[src/rtl/fifo_rd_streamer_if.sv]
// fifo_rd_streamer_if: groups the FIFO read port and the valid/ready output
// stream of the read-side streamer.
// master = streamer side, slave = FIFO/consumer side.
// Optional macro FIFO_RD_PARITY_EN adds the out_parity sideband.
interface fifo_rd_streamer_if #(
    parameter int data_width = 32
);
    logic                  fifo_empty;
    logic [data_width-1:0] fifo_rd_data;
    logic                  fifo_rd_en;
    logic [data_width-1:0] out_data;
    logic                  out_valid;
    logic                  out_ready;
`ifdef FIFO_RD_PARITY_EN
    logic                  out_parity;
`endif

    modport master (
        input  fifo_empty, fifo_rd_data, out_ready,
        output fifo_rd_en, out_data, out_valid
`ifdef FIFO_RD_PARITY_EN
        , output out_parity
`endif
    );

    modport slave (
        output fifo_empty, fifo_rd_data, out_ready,
        input  fifo_rd_en, out_data, out_valid
`ifdef FIFO_RD_PARITY_EN
        , input out_parity
`endif
    );
endinterface

[src/rtl/fifo_rd_streamer.sv]
// fifo_rd_streamer: read-side engine of the async FIFO (read clock domain).
// Pops words from the FIFO and re-presents them on a valid/ready stream.
// A 2-entry buffer absorbs the FIFO's 1-cycle read latency so the stream
// sustains 1 word/clock without losing or duplicating words under backpressure.
// Optional macro FIFO_RD_PARITY_EN: stores even parity per buffered word and
// drives it on out_parity alongside out_data.
module fifo_rd_streamer #(
    parameter int data_width = 32,
    parameter int cnt_width  = 16
) (
    input  logic                 rd_clk,
    input  logic                 rst,
    input  logic                 enable,
    fifo_rd_streamer_if.master   bus,
    output logic                 busy,
    output logic [cnt_width-1:0] word_cnt
);

    typedef enum logic [1:0] {
        IDLE   = 2'd0,
        STREAM = 2'd1,
        DRAIN  = 2'd2
    } state_t;

    state_t                r_state;
    state_t                w_state_nxt;
    logic [1:0]            r_count;
    logic                  r_inflight;
    logic                  r_valid;
    logic [data_width-1:0] r_d0;
    logic [data_width-1:0] r_d1;
    logic [cnt_width-1:0]  r_word_cnt;
    logic                  w_pop;
    logic                  w_rd_en;
    logic [2:0]            w_occ;

    // A word leaves the buffer whenever the head is offered and accepted.
    assign w_pop = r_valid & bus.out_ready;

    // Occupancy next cycle: current words, plus the one arriving, minus the one leaving.
    assign w_occ = {1'b0, r_count} + {2'b00, r_inflight} - {2'b00, w_pop};

    // Next-state and fetch request; fetch only while streaming and the buffer has room.
    always_comb begin
        w_state_nxt = r_state;
        w_rd_en     = 1'b0;
        case (r_state)
            IDLE: begin
                if (enable) w_state_nxt = STREAM;
            end
            STREAM: begin
                w_rd_en = enable & ~bus.fifo_empty & (w_occ < 3'd2);
                if (!enable) w_state_nxt = DRAIN;
            end
            DRAIN: begin
                if (enable)
                    w_state_nxt = STREAM;
                else if (r_count == 2'd0 && !r_inflight)
                    w_state_nxt = IDLE;
            end
            default: w_state_nxt = IDLE;
        endcase
    end

    // State register.
    always_ff @(posedge rd_clk or posedge rst) begin
        if (rst) r_state <= IDLE;
        else     r_state <= w_state_nxt;
    end

    // Control: occupancy, in-flight marker, valid flag and delivered-word counter.
    always_ff @(posedge rd_clk or posedge rst) begin
        if (rst) begin
            r_count    <= 2'd0;
            r_inflight <= 1'b0;
            r_valid    <= 1'b0;
            r_word_cnt <= '0;
        end else begin
            r_count    <= w_occ[1:0];
            r_inflight <= w_rd_en;
            r_valid    <= (w_occ != 3'd0);
            if (w_pop) r_word_cnt <= r_word_cnt + cnt_width'(1);
        end
    end

    // Buffer storage: the arriving word lands behind whatever remains after a pop.
    always_ff @(posedge rd_clk or posedge rst) begin
        if (rst) begin
            r_d0 <= '0;
            r_d1 <= '0;
        end else if (r_inflight) begin
            if (w_pop) begin
                if (r_count == 2'd2) begin
                    r_d0 <= r_d1;
                    r_d1 <= bus.fifo_rd_data;
                end else begin
                    r_d0 <= bus.fifo_rd_data;
                end
            end else if (r_count == 2'd0) begin
                r_d0 <= bus.fifo_rd_data;
            end else begin
                r_d1 <= bus.fifo_rd_data;
            end
        end else if (w_pop) begin
            r_d0 <= r_d1;
        end
    end

`ifdef FIFO_RD_PARITY_EN
    logic r_p0;
    logic r_p1;

    function automatic logic f_parity(input logic [data_width-1:0] d);
        return ^d;
    endfunction

    // Parity entries move in lockstep with the data entries.
    always_ff @(posedge rd_clk or posedge rst) begin
        if (rst) begin
            r_p0 <= 1'b0;
            r_p1 <= 1'b0;
        end else if (r_inflight) begin
            if (w_pop) begin
                if (r_count == 2'd2) begin
                    r_p0 <= r_p1;
                    r_p1 <= f_parity(bus.fifo_rd_data);
                end else begin
                    r_p0 <= f_parity(bus.fifo_rd_data);
                end
            end else if (r_count == 2'd0) begin
                r_p0 <= f_parity(bus.fifo_rd_data);
            end else begin
                r_p1 <= f_parity(bus.fifo_rd_data);
            end
        end else if (w_pop) begin
            r_p0 <= r_p1;
        end
    end

    assign bus.out_parity = r_p0;
`endif

    assign bus.fifo_rd_en = w_rd_en;
    assign bus.out_data   = r_d0;
    assign bus.out_valid  = r_valid;
    assign busy           = (r_state != IDLE);
    assign word_cnt       = r_word_cnt;

endmodule

[src/flat_wrapper.sv]
// flat-port wrapper written by rule: the top's interface ports become plain ports
module fifo_rd_streamer_flat 
#(
    parameter int data_width = 32,
    parameter int cnt_width  = 16
)
  (rd_clk, rst, enable, busy, word_cnt, bus_fifo_empty, bus_fifo_rd_data, bus_out_ready, bus_fifo_rd_en, bus_out_data, bus_out_valid);
  fifo_rd_streamer_if #(.data_width(data_width)) bus_i ();
  input  logic rd_clk;
  input  logic rst;
  input  logic enable;
  output logic busy;
  output logic [cnt_width-1:0] word_cnt;
  input wire logic [$bits(bus_i.fifo_empty)-1:0] bus_fifo_empty;
  input wire logic [$bits(bus_i.fifo_rd_data)-1:0] bus_fifo_rd_data;
  input wire logic [$bits(bus_i.out_ready)-1:0] bus_out_ready;
  output wire logic [$bits(bus_i.fifo_rd_en)-1:0] bus_fifo_rd_en;
  output wire logic [$bits(bus_i.out_data)-1:0] bus_out_data;
  output wire logic [$bits(bus_i.out_valid)-1:0] bus_out_valid;
  assign bus_i.fifo_empty = bus_fifo_empty;
  assign bus_i.fifo_rd_data = bus_fifo_rd_data;
  assign bus_i.out_ready = bus_out_ready;
  assign bus_fifo_rd_en = bus_i.fifo_rd_en;
  assign bus_out_data = bus_i.out_data;
  assign bus_out_valid = bus_i.out_valid;
  fifo_rd_streamer #(.data_width(data_width), .cnt_width(cnt_width)) u_core (.rd_clk(rd_clk), .rst(rst), .enable(enable), .bus(bus_i), .busy(busy), .word_cnt(word_cnt));
endmodule
[config.mk]
export PLATFORM = sky130hd
export DESIGN_NAME = fifo_rd_streamer_flat
export DESIGN_NICKNAME = d
export VERILOG_FILES = /design/src/rtl/fifo_rd_streamer_if.sv /design/src/rtl/fifo_rd_streamer.sv /design/src/flat_wrapper.sv
export SDC_FILE = /design/constraint.sdc
export NUM_CORES = 1
export LEC_CHECK = 0
export ABC_AREA = 1
export CAP_MARGIN = 20
export CORE_MARGIN = 2
export CORE_UTILIZATION = 40
export DETAILED_ROUTE_END_ITERATION = 16
export PLACE_DENSITY = 0.76
export SYNTH_ARGS = -nofsm -noshare
export SYNTH_HDL_FRONTEND = slang
export SYNTH_SLANG_ARGS = --single-unit
export TNS_END_PERCENT = 20
[constraint.sdc]
create_clock -name rd_clk -period 5.3 [get_ports rd_clk]
set_clock_uncertainty 0.05 [all_clocks]
set_input_delay 1.06 -clock rd_clk [delete_from_list [all_inputs] [get_ports rd_clk]]
set_output_delay 1.06 -clock rd_clk [all_outputs]
set_load 0.02 [all_outputs]
Yosys cells after proc, flatten, opt, wreduce, memory -nomap -nowiden --
Cells that the tools add are included. W data, S select, Z words.
Operators by class: div/mod/pow operators 0, shift-type cells 0, bitwise logic cells 4, multipliers 0, magnitude comparators 1, equality and inequality tests 8, muxes and demuxes 14, reductions and logical operators 11, $add $sub $neg 3
Operator list (count):
- $mux W32 | 8
- $add A16 B1 Y16 const B | 1
- $mux W2 | 4
- $ne A2 B2 Y1 const B | 3
- $pmux W2 S3 | 1
- $reduce_and A3 Y1 | 2
- $reduce_bool A2 Y1 | 3
- $eq A2 B2 Y1 const B | 2
- $logic_not A2 Y1 | 2
- $add A2 B1 Y3 | 1
- $and A1 B1 Y1 | 3
- $lt A3 B2 Y1 const B | 1
- $ne A3 B2 Y1 const B | 1
- $reduce_bool A3 Y1 | 1
- $sub A3 B1 Y3 | 1
- $eq A2 B1 Y1 const B | 1
- $ne A2 B1 Y1 const B | 1
- $reduce_and A2 Y1 | 1
- $logic_and A1 B1 Y1 | 1
- $logic_not A1 Y1 | 1
- $mux W1 | 1
- $not A1 Y1 | 1
Word-level totals: output and inout bits 51, memories kept 0, bits in latches 0, bits in registers 86, memory bits (writable) 0, logic and storage cells 48, ROM bits 0

Depth between registers and ports, before layout --
Gate-level depths: netlist of run 1.
word-level depth 5, gate-level depth with buffers 10, depth with buffers taken out 10

Worst setup path before layout of run 1 --
OpenSTA, ideal clock, no wires.
path type input-to-output, start point input port bus_out_ready, end point output port bus_fifo_rd_en, stages on the path 10, arrival 2934 ps, path buffers 0, data required time 4190 ps, path slack 1256 ps, path through nand2_2 -> inv_2 -> nand2_2 -> nand2_1 -> inv_1 -> ha_1 -> fa_1 -> a21oi_1 -> o21ai_0 -> nor4_1
On the way: cells in the longest elaborated chain, start to end 5
Ends and longest elaborated chain:
- start, declared | RTL line flat_wrapper.sv:16 | input wire logic [$bits(bus_i.out_ready)-1:0] bus_out_ready;
- $and A1 B1 Y1 | RTL line fifo_rd_streamer.sv:38 | assign w_pop = r_valid & bus.out_ready;
- $sub A3 B1 Y3 | RTL line fifo_rd_streamer.sv:41 | assign w_occ = {1'b0, r_count} + {2'b00, r_inflight} - {2'b00, w_pop};
- via u_core.w_occ[1] | RTL line fifo_rd_streamer.sv:35 | logic [2:0] w_occ;
- $lt A3 B2 Y1 | RTL line fifo_rd_streamer.sv:52 | w_rd_en = enable & ~bus.fifo_empty & (w_occ < 3'd2);
- $and A1 B1 Y1 | RTL line fifo_rd_streamer.sv:52
- $mux W1 | RTL line fifo_rd_streamer.sv:47 | case (r_state)
- end, declared | RTL line flat_wrapper.sv:17 | output wire logic [$bits(bus_i.fifo_rd_en)-1:0] bus_fifo_rd_en;
The timed path passes the listed nets, and every way through them passes these cells.

Final worst setup path of run 1 --
Ends and elaborated chain as after synthesis.

==> impl_metrics.yaml, run 1 <==
status:
  outcome: "complete, no violations"
setup_path:
  crit_path_end_kind: "output port"
  worst-endpoint-required_ns: 4.19
  timing.reg2reg.setup_slack_ns: 3.08
  cp-start-kind: "primary input"
  path_cells: "clkdlybuf4s50_1 -> nand2_2 -> inv_2 -> nand2_2 -> nand2_1 -> inv_1 -> ha_1 -> fa_1 -> a21oi_1 -> o21ai_0 -> nor4_1 -> clkdlybuf4s50_1"
  arrival_ns: 3.85
  critPathMaxFanout: 7
  cp_slowest_cell: "clkdlybuf4s50_1"
  critPathKind: "primary input to output port"
  max_stage_delay_ns: 0.68
power_and_ir_drop:
  p_switching_uw: 926
  swShare: 0.365
  ir_drop_mv: 0.239
  p_int_mw: 1.61
  power_frac_comb: 0.386
  power_frac_clock: 0.196
  seq_power_share: 0.418
  power_density_mw_per_mm2: 496
  power.leakage_nw: 2.65
synthesis:
  synth-seq-cells: 86
  yosys.area.top_type: "dfrtp_1"
  synth_flop_cell: "dfrtp_1"
  synthTopCellsByArea: "dfrtp_1, nand2_1, inv_1"
  ys_seq_area_frac: 0.540
  netlist_area_mm2: 0.00398
  synth_commonest_cells: "nand2_1, dfrtp_1, inv_1"
  synth_top_area_share: 0.540
  post-synth-top-count-cell: "nand2_1"
  synth_area_per_cell_um2: 8.10
  mappedNetlistNets: 532
  synth_cell_types: 27
  async_flop_share: 1.00
  synth-edff-count: 0
  netlist_instances: 492
  synth_warnings: 0
timing:
  setup_ws_ns: 0.338
  hold_violations: 0
  period_needed_ns: 4.96
  clock.fmax_mhz: 202
  setup_viol: 0
  rsz0062_at_grt: "no"
  finalCritPeriodShare: 0.936
  slew_headroom: 0.406
  tightest_slew_ns: 0.891
  timing.final.max_slew_violations: 0
  timing.setup.tns_ns: 0
  holdWs_ns: 0.430
global_routing:
  gr-total-overflow: 0
  antenna_found_initial: 0
  grt_pass1_vias: 3292
  grtUsageTotal: 0.171
  grt_pass1_wl_mm: 15.1
  grt_max_degree: 65
detailed_routing:
  routed_wl_mm: 8.73
  via_count: 3226
  drt-initial-drc-count: 157
  drc: 0
  wl_per_cell_um: 12.3
  dr.pass1.iters: 5
  viasPerCell: 4.54
  ant_nets: 0
flow_run:
  max_cap_violations: 0
floorplan:
  start_util: 0.409
  rows: 36
  die_w_um: 104
  ios: 88
  dieArea_mm2: 0.0108
  placeableCoreArea_mm2: 0.00973
  die_h_um: 104
cells_and_area:
  area_delta_synth_final_pct: 28.4
  seqCellArea_mm2: 0.00215
  antenna_cells: 0
  fin_nets: 614
  n_fill_cell: 936
  drive_gt1_frac: 0.0536
  multi_input_area_mm2: 0.00138
  fin_cells: 711
clocking:
  clkSlewWorstSetupHoldPaths_ns: 0.08
  h-tree-depth: 3
  ctsResizeCount: 0
  cts.sinks: 86
  clock_path_buffers: 2
  ctsRootBufferMaster: "clkbuf_8"
  holdBufCountCts: 0
  cts_buffers: 9
  cts_tree: "done"
  post_cts_buffers: 0
  insertion_delay_ns: 0.34
placed_design:
  pre_cts_ws_ns: 0.342
  dp_hpwl_mm: 5.93
  placed_cells: 696
  gp_congestion: 0.816
  port_buffers: 87
min_path:
  hold_class: "register to register"
==> final timing paths <==
path / startpoint / to / depth (start not counted)
max: bus_out_ready / bus_fifo_rd_en / 12
min: u_core.bus.out_data[26]$_DFFE_PP0P_ / u_core.bus.out_data[26]$_DFFE_PP0P_ / 2
max reg2reg: u_core.bus.out_valid$_DFF_PP0_ / u_core.bus.out_data[21]$_DFFE_PP0P_ / 8
min reg2reg: u_core.bus.out_data[26]$_DFFE_PP0P_ / u_core.bus.out_data[26]$_DFFE_PP0P_ / 2
max in group asynchronous: rst / u_core.r_d1[26]$_DFFE_PP0P_ / 3
min in group asynchronous: rst / u_core.word_cnt[5]$_DFFE_PP0P_ / 2
==> layout make-up <==
type | count | share of cell area
clock buffers | 10 | 0.0250
multi-input cells | 302 | 0.269
well taps | 133 | 0.0325
flip-flops and latches | 86 | 0.421
inverters | 86 | 0.0634
repair buffers | 89 | 0.173
clock inverters | 5 | 0.0164
==> critical path, delay by kind of cell <==
| family | cells | cell delay, ns |
|---|---|---|
| fa+ha+maj | 2 | 0.64 |
| buf+inv | 4 | 1.33 |
| simple gates | 4 | 0.58 |
| compound gates | 2 | 0.25 |
==> flip-flops by register name (all words and copies together), names as in the netlist <==
name,cells
u_core.r_d1,32
u_core.bus.out_data,32
u_core.word_cnt,16
u_core.r_count,2
u_core.r_inflight,1
u_core.bus.out_valid,1
u_core.r_state,2
==> power groups by stage <==
stage                     clock (mW)  combinational (mW)  sequential, mW
after global placement             0               0.960            1.06
after detailed placement           0               0.989            1.07
after CTS                      0.510               0.993            1.06
final                          0.498               0.980            1.06
after floorplan                    0               0.425            1.22
after global routing           0.534                1.09            1.09
==> layer usage <==
metal,vias to the layer above,track usage,routed length (um)
met5,-,0,0
met4,0,0.0666,105
met3,8,0.0308,333
met2,71,0.292,4220
met1,1495,0.215,4070
li1,1652,-,-
==> cells in the final DEF (no fill, tap or decap), drive strengths merged <==
| master | netlist | final |
|---|---|---|
| nand2 | 189 | 189 |
| clkdlybuf4s50 | 0 | 87 |
| dfrtp | 86 | 86 |
| inv | 86 | 86 |
| nand3 | 37 | 37 |
| o21ai | 34 | 34 |
| nor2 | 14 | 14 |
| clkbuf | 3 | 10 |
| xnor2 | 8 | 8 |
| nand4 | 6 | 6 |
| xor2 | 4 | 4 |
| nor4 | 2 | 2 |
| nor3 | 2 | 2 |
| ha | 2 | 2 |
| bufinv | 0 | 2 |
| clkinvlp | 0 | 2 |
| buf | 15 | 2 |
| a21oi | 1 | 1 |
| or2 | 1 | 1 |
| clkinv | 0 | 1 |
| nor3b | 1 | 1 |
| fa | 1 | 1 |
==> stage by stage <==
step / instance area, um^2 / utilization / total power, mW
2_1_floorplan: 3980 / - / 1.64
5_1_grt: 5110 / 0.526 / 2.72
6_report: 5110 / 0.526 / 2.54
4_1_cts: 5110 / 0.526 / 2.56
3_5_place_dp: 4900 / 0.504 / 2.06
3_3_place_gp: 4900 / 0.504 / 2.02
==> cell families after synthesis <==
| group | after synthesis | share of synthesized area |
|---|---|---|
| AND/OR/NAND/NOR | 252 | 0.263 |
| buffers and inverters | 104 | 0.115 |
| flip-flops | 86 | 0.540 |
| AO/OA/AOI/OAI | 35 | 0.0449 |
| XOR/XNOR | 12 | 0.0264 |
| adder cells (fa/ha/maj) | 3 | 0.0113 |
Note: power is estimated with default switching activity, not from simulation.
==> run 2, diff against run 1 <==
--- a/config.mk
+++ b/config.mk
@@ -6,11 +6,12 @@
 export NUM_CORES = 1
 export LEC_CHECK = 0
 export ABC_AREA = 1
-export CAP_MARGIN = 20
+export CAP_MARGIN = 10
 export CORE_MARGIN = 2
 export CORE_UTILIZATION = 40
 export DETAILED_ROUTE_END_ITERATION = 16
 export PLACE_DENSITY = 0.76
+export SLEW_MARGIN = 25
 export SYNTH_ARGS = -nofsm -noshare
 export SYNTH_HDL_FRONTEND = slang
 export SYNTH_SLANG_ARGS = --single-unit
==> results of run 2 <==
Same layout as run 1: the final DEF is identical, and so are final timing and power.
==> run 3, diff against run 2 <==
--- a/config.mk
+++ b/config.mk
@@ -9,7 +9,10 @@
 export CAP_MARGIN = 10
 export CORE_MARGIN = 2
 export CORE_UTILIZATION = 40
+export CTS_BUF_LIST = sky130_fd_sc_hd__clkbuf_2 sky130_fd_sc_hd__clkbuf_4 sky130_fd_sc_hd__clkbuf_8
+export CTS_CLUSTER_DIAMETER = 100
 export DETAILED_ROUTE_END_ITERATION = 16
+export GPL_ROUTABILITY_DRIVEN = 0
 export PLACE_DENSITY = 0.76
 export SLEW_MARGIN = 25
 export SYNTH_ARGS = -nofsm -noshare
==> impl_metrics.yaml, run 3 (synthesis results as in run 1) <==
placed_design:
  port_buffers: 87
  pre_cts_ws_ns: 0.342
  dp_hpwl_mm: 5.93
  placed_cells: 696
cells_and_area:
  seqCellArea_mm2: 0.00215
  multi_input_area_mm2: 0.00138
  drive_gt1_frac: 0.0554
  antenna_cells: 0
  final_cell_mix: "nand2_1, clkdlybuf4s50_1, dfrtp_1"
  fin_cells: 711
  final_common_cell: "nand2_1"
  fin_nets: 614
  area_delta_synth_final_pct: 28.5
  n_fill_cell: 937
min_path:
  hold_class: "register to register"
  min_from: "u_core.bus.out_data[26]$_DFFE_PP0P_"
timing:
  rsz0062_at_grt: "no"
  clock.fmax_mhz: 202
  period_needed_ns: 4.96
  setup_viol: 0
  timing.setup.tns_ns: 0
  setup_ws_ns: 0.338
  timing.final.max_slew_violations: 0
  hold_violations: 0
  tightest_slew_ns: 0.893
  holdWs_ns: 0.430
  finalCritPeriodShare: 0.936
  slew_headroom: 0.404
setup_path:
  timing.reg2reg.setup_slack_ns: 3.07
  cp_slowest_cell: "clkdlybuf4s50_1"
  r2r_start: "u_core.bus.out_valid$_DFF_PP0_"
  crit_path_start: "bus_out_ready"
  cp_num_buf_inv: 4
  max_stage_delay_ns: 0.68
  path_cells: "clkdlybuf4s50_1 -> nand2_2 -> inv_2 -> nand2_2 -> nand2_1 -> inv_1 -> ha_1 -> fa_1 -> a21oi_1 -> o21ai_0 -> nor4_1 -> clkdlybuf4s50_1"
  worst-endpoint-required_ns: 4.19
  cp_top_family: "buffers and inverters"
  cp-start-kind: "primary input"
  arrival_ns: 3.85
  critPathKind: "primary input to output port"
  crit_path_end_kind: "output port"
  critPathMaxFanout: 7
clocking:
  clock_path_buffers: 2
  post_cts_buffers: 0
  cts_tree: "done"
  h-tree-depth: 3
  cts.sinks: 86
  ctsRootBufferMaster: "clkbuf_8"
  ctsResizeCount: 0
  holdBufCountCts: 0
  insertion_delay_ns: 0.34
  clkSlewWorstSetupHoldPaths_ns: 0.08
  cts_buffers: 9
detailed_routing:
  wl_per_cell_um: 12.3
  drt-initial-drc-count: 155
  drc: 0
  routed_wl_mm: 8.72
  dr.pass1.iters: 4
  ant_nets: 0
  via_count: 3255
  viasPerCell: 4.58
power_and_ir_drop:
  power_mw: 2.54
  ir_drop_mv: 0.239
  power_density_mw_per_mm2: 497
  seq_power_share: 0.417
  power.leakage_nw: 2.66
  power_frac_comb: 0.385
  p_switching_uw: 925
  swShare: 0.364
  power_frac_clock: 0.198
  p_int_mw: 1.62
floorplan:
  start_util: 0.409
  ios: 88
  rows: 36
  placeableCoreArea_mm2: 0.00973
  die_w_um: 104
  dieArea_mm2: 0.0108
  die_h_um: 104
global_routing:
  grtUsageTotal: 0.171
  gr-total-overflow: 0
  antenna_found_initial: 0
  grt_use_met3: 0.0308
  busiest_layer: "met2"
  met2_usage: 0.292
  grt_pass1_wl_mm: 15.1
  grt_max_degree: 65
  met1_usage: 0.215
  grt_pass1_vias: 3301
status:
  outcome: "complete, no violations"
flow_run:
  max_cap_violations: 0
-- run 3: area by class of cell --
type | instances | share of cell area
inverter | 86 | 0.0633
multi-input combinational | 302 | 0.269
tap | 133 | 0.0325
timing repair buffer | 89 | 0.173
sequential | 86 | 0.420
clock buffer | 10 | 0.0257
clock inverter | 5 | 0.0164
-- run 3: path summary, 6_finish.rpt --
kind / to / cells after the start
max in group asynchronous: u_core.r_d1[26]$_DFFE_PP0P_ / 3
min in group asynchronous: u_core.word_cnt[5]$_DFFE_PP0P_ / 2
max: bus_fifo_rd_en / 12
min: u_core.bus.out_data[26]$_DFFE_PP0P_ / 2
min reg2reg: u_core.bus.out_data[26]$_DFFE_PP0P_ / 2
max reg2reg: u_core.bus.out_data[21]$_DFFE_PP0P_ / 8
-- run 3: routing by layer --
layer / part of all wire / up-vias / routed length [um]
li1: - / 1653 / -
met1: 0.46 / 1513 / 4040
met2: 0.48 / 81 / 4200
met3: 0.042 / 8 / 368
met4: 0.012 / 0 / 105
met5: 0 / - / 0
-- run 3: worst register-to-register path: cells and delay by family (launching register included) --
family                 cells  cell delay, ns
and+or+nand+nor            6            0.93
buffers and inverters      2            0.74
DFF                        1            0.39
-- run 3: stage by stage --
stage / util / area [um^2]
after floorplan: - / 3980
after global placement: 0.504 / 4900
after detailed placement: 0.504 / 4900
after CTS: 0.526 / 5120
after global routing: 0.526 / 5120
final: 0.526 / 5120
-- run 3: power groups by stage --
| stage | clock [mW] | sequential [mW] | combinational, mW |
|---|---|---|---|
| finish | 0.504 | 1.06 | 0.980 |
| global route | 0.538 | 1.09 | 1.09 |
| CTS | 0.515 | 1.06 | 0.993 |
| detailed placement | 0 | 1.07 | 0.989 |
| global placement | 0 | 1.06 | 0.960 |
| floorplan | 0 | 1.22 | 0.425 |
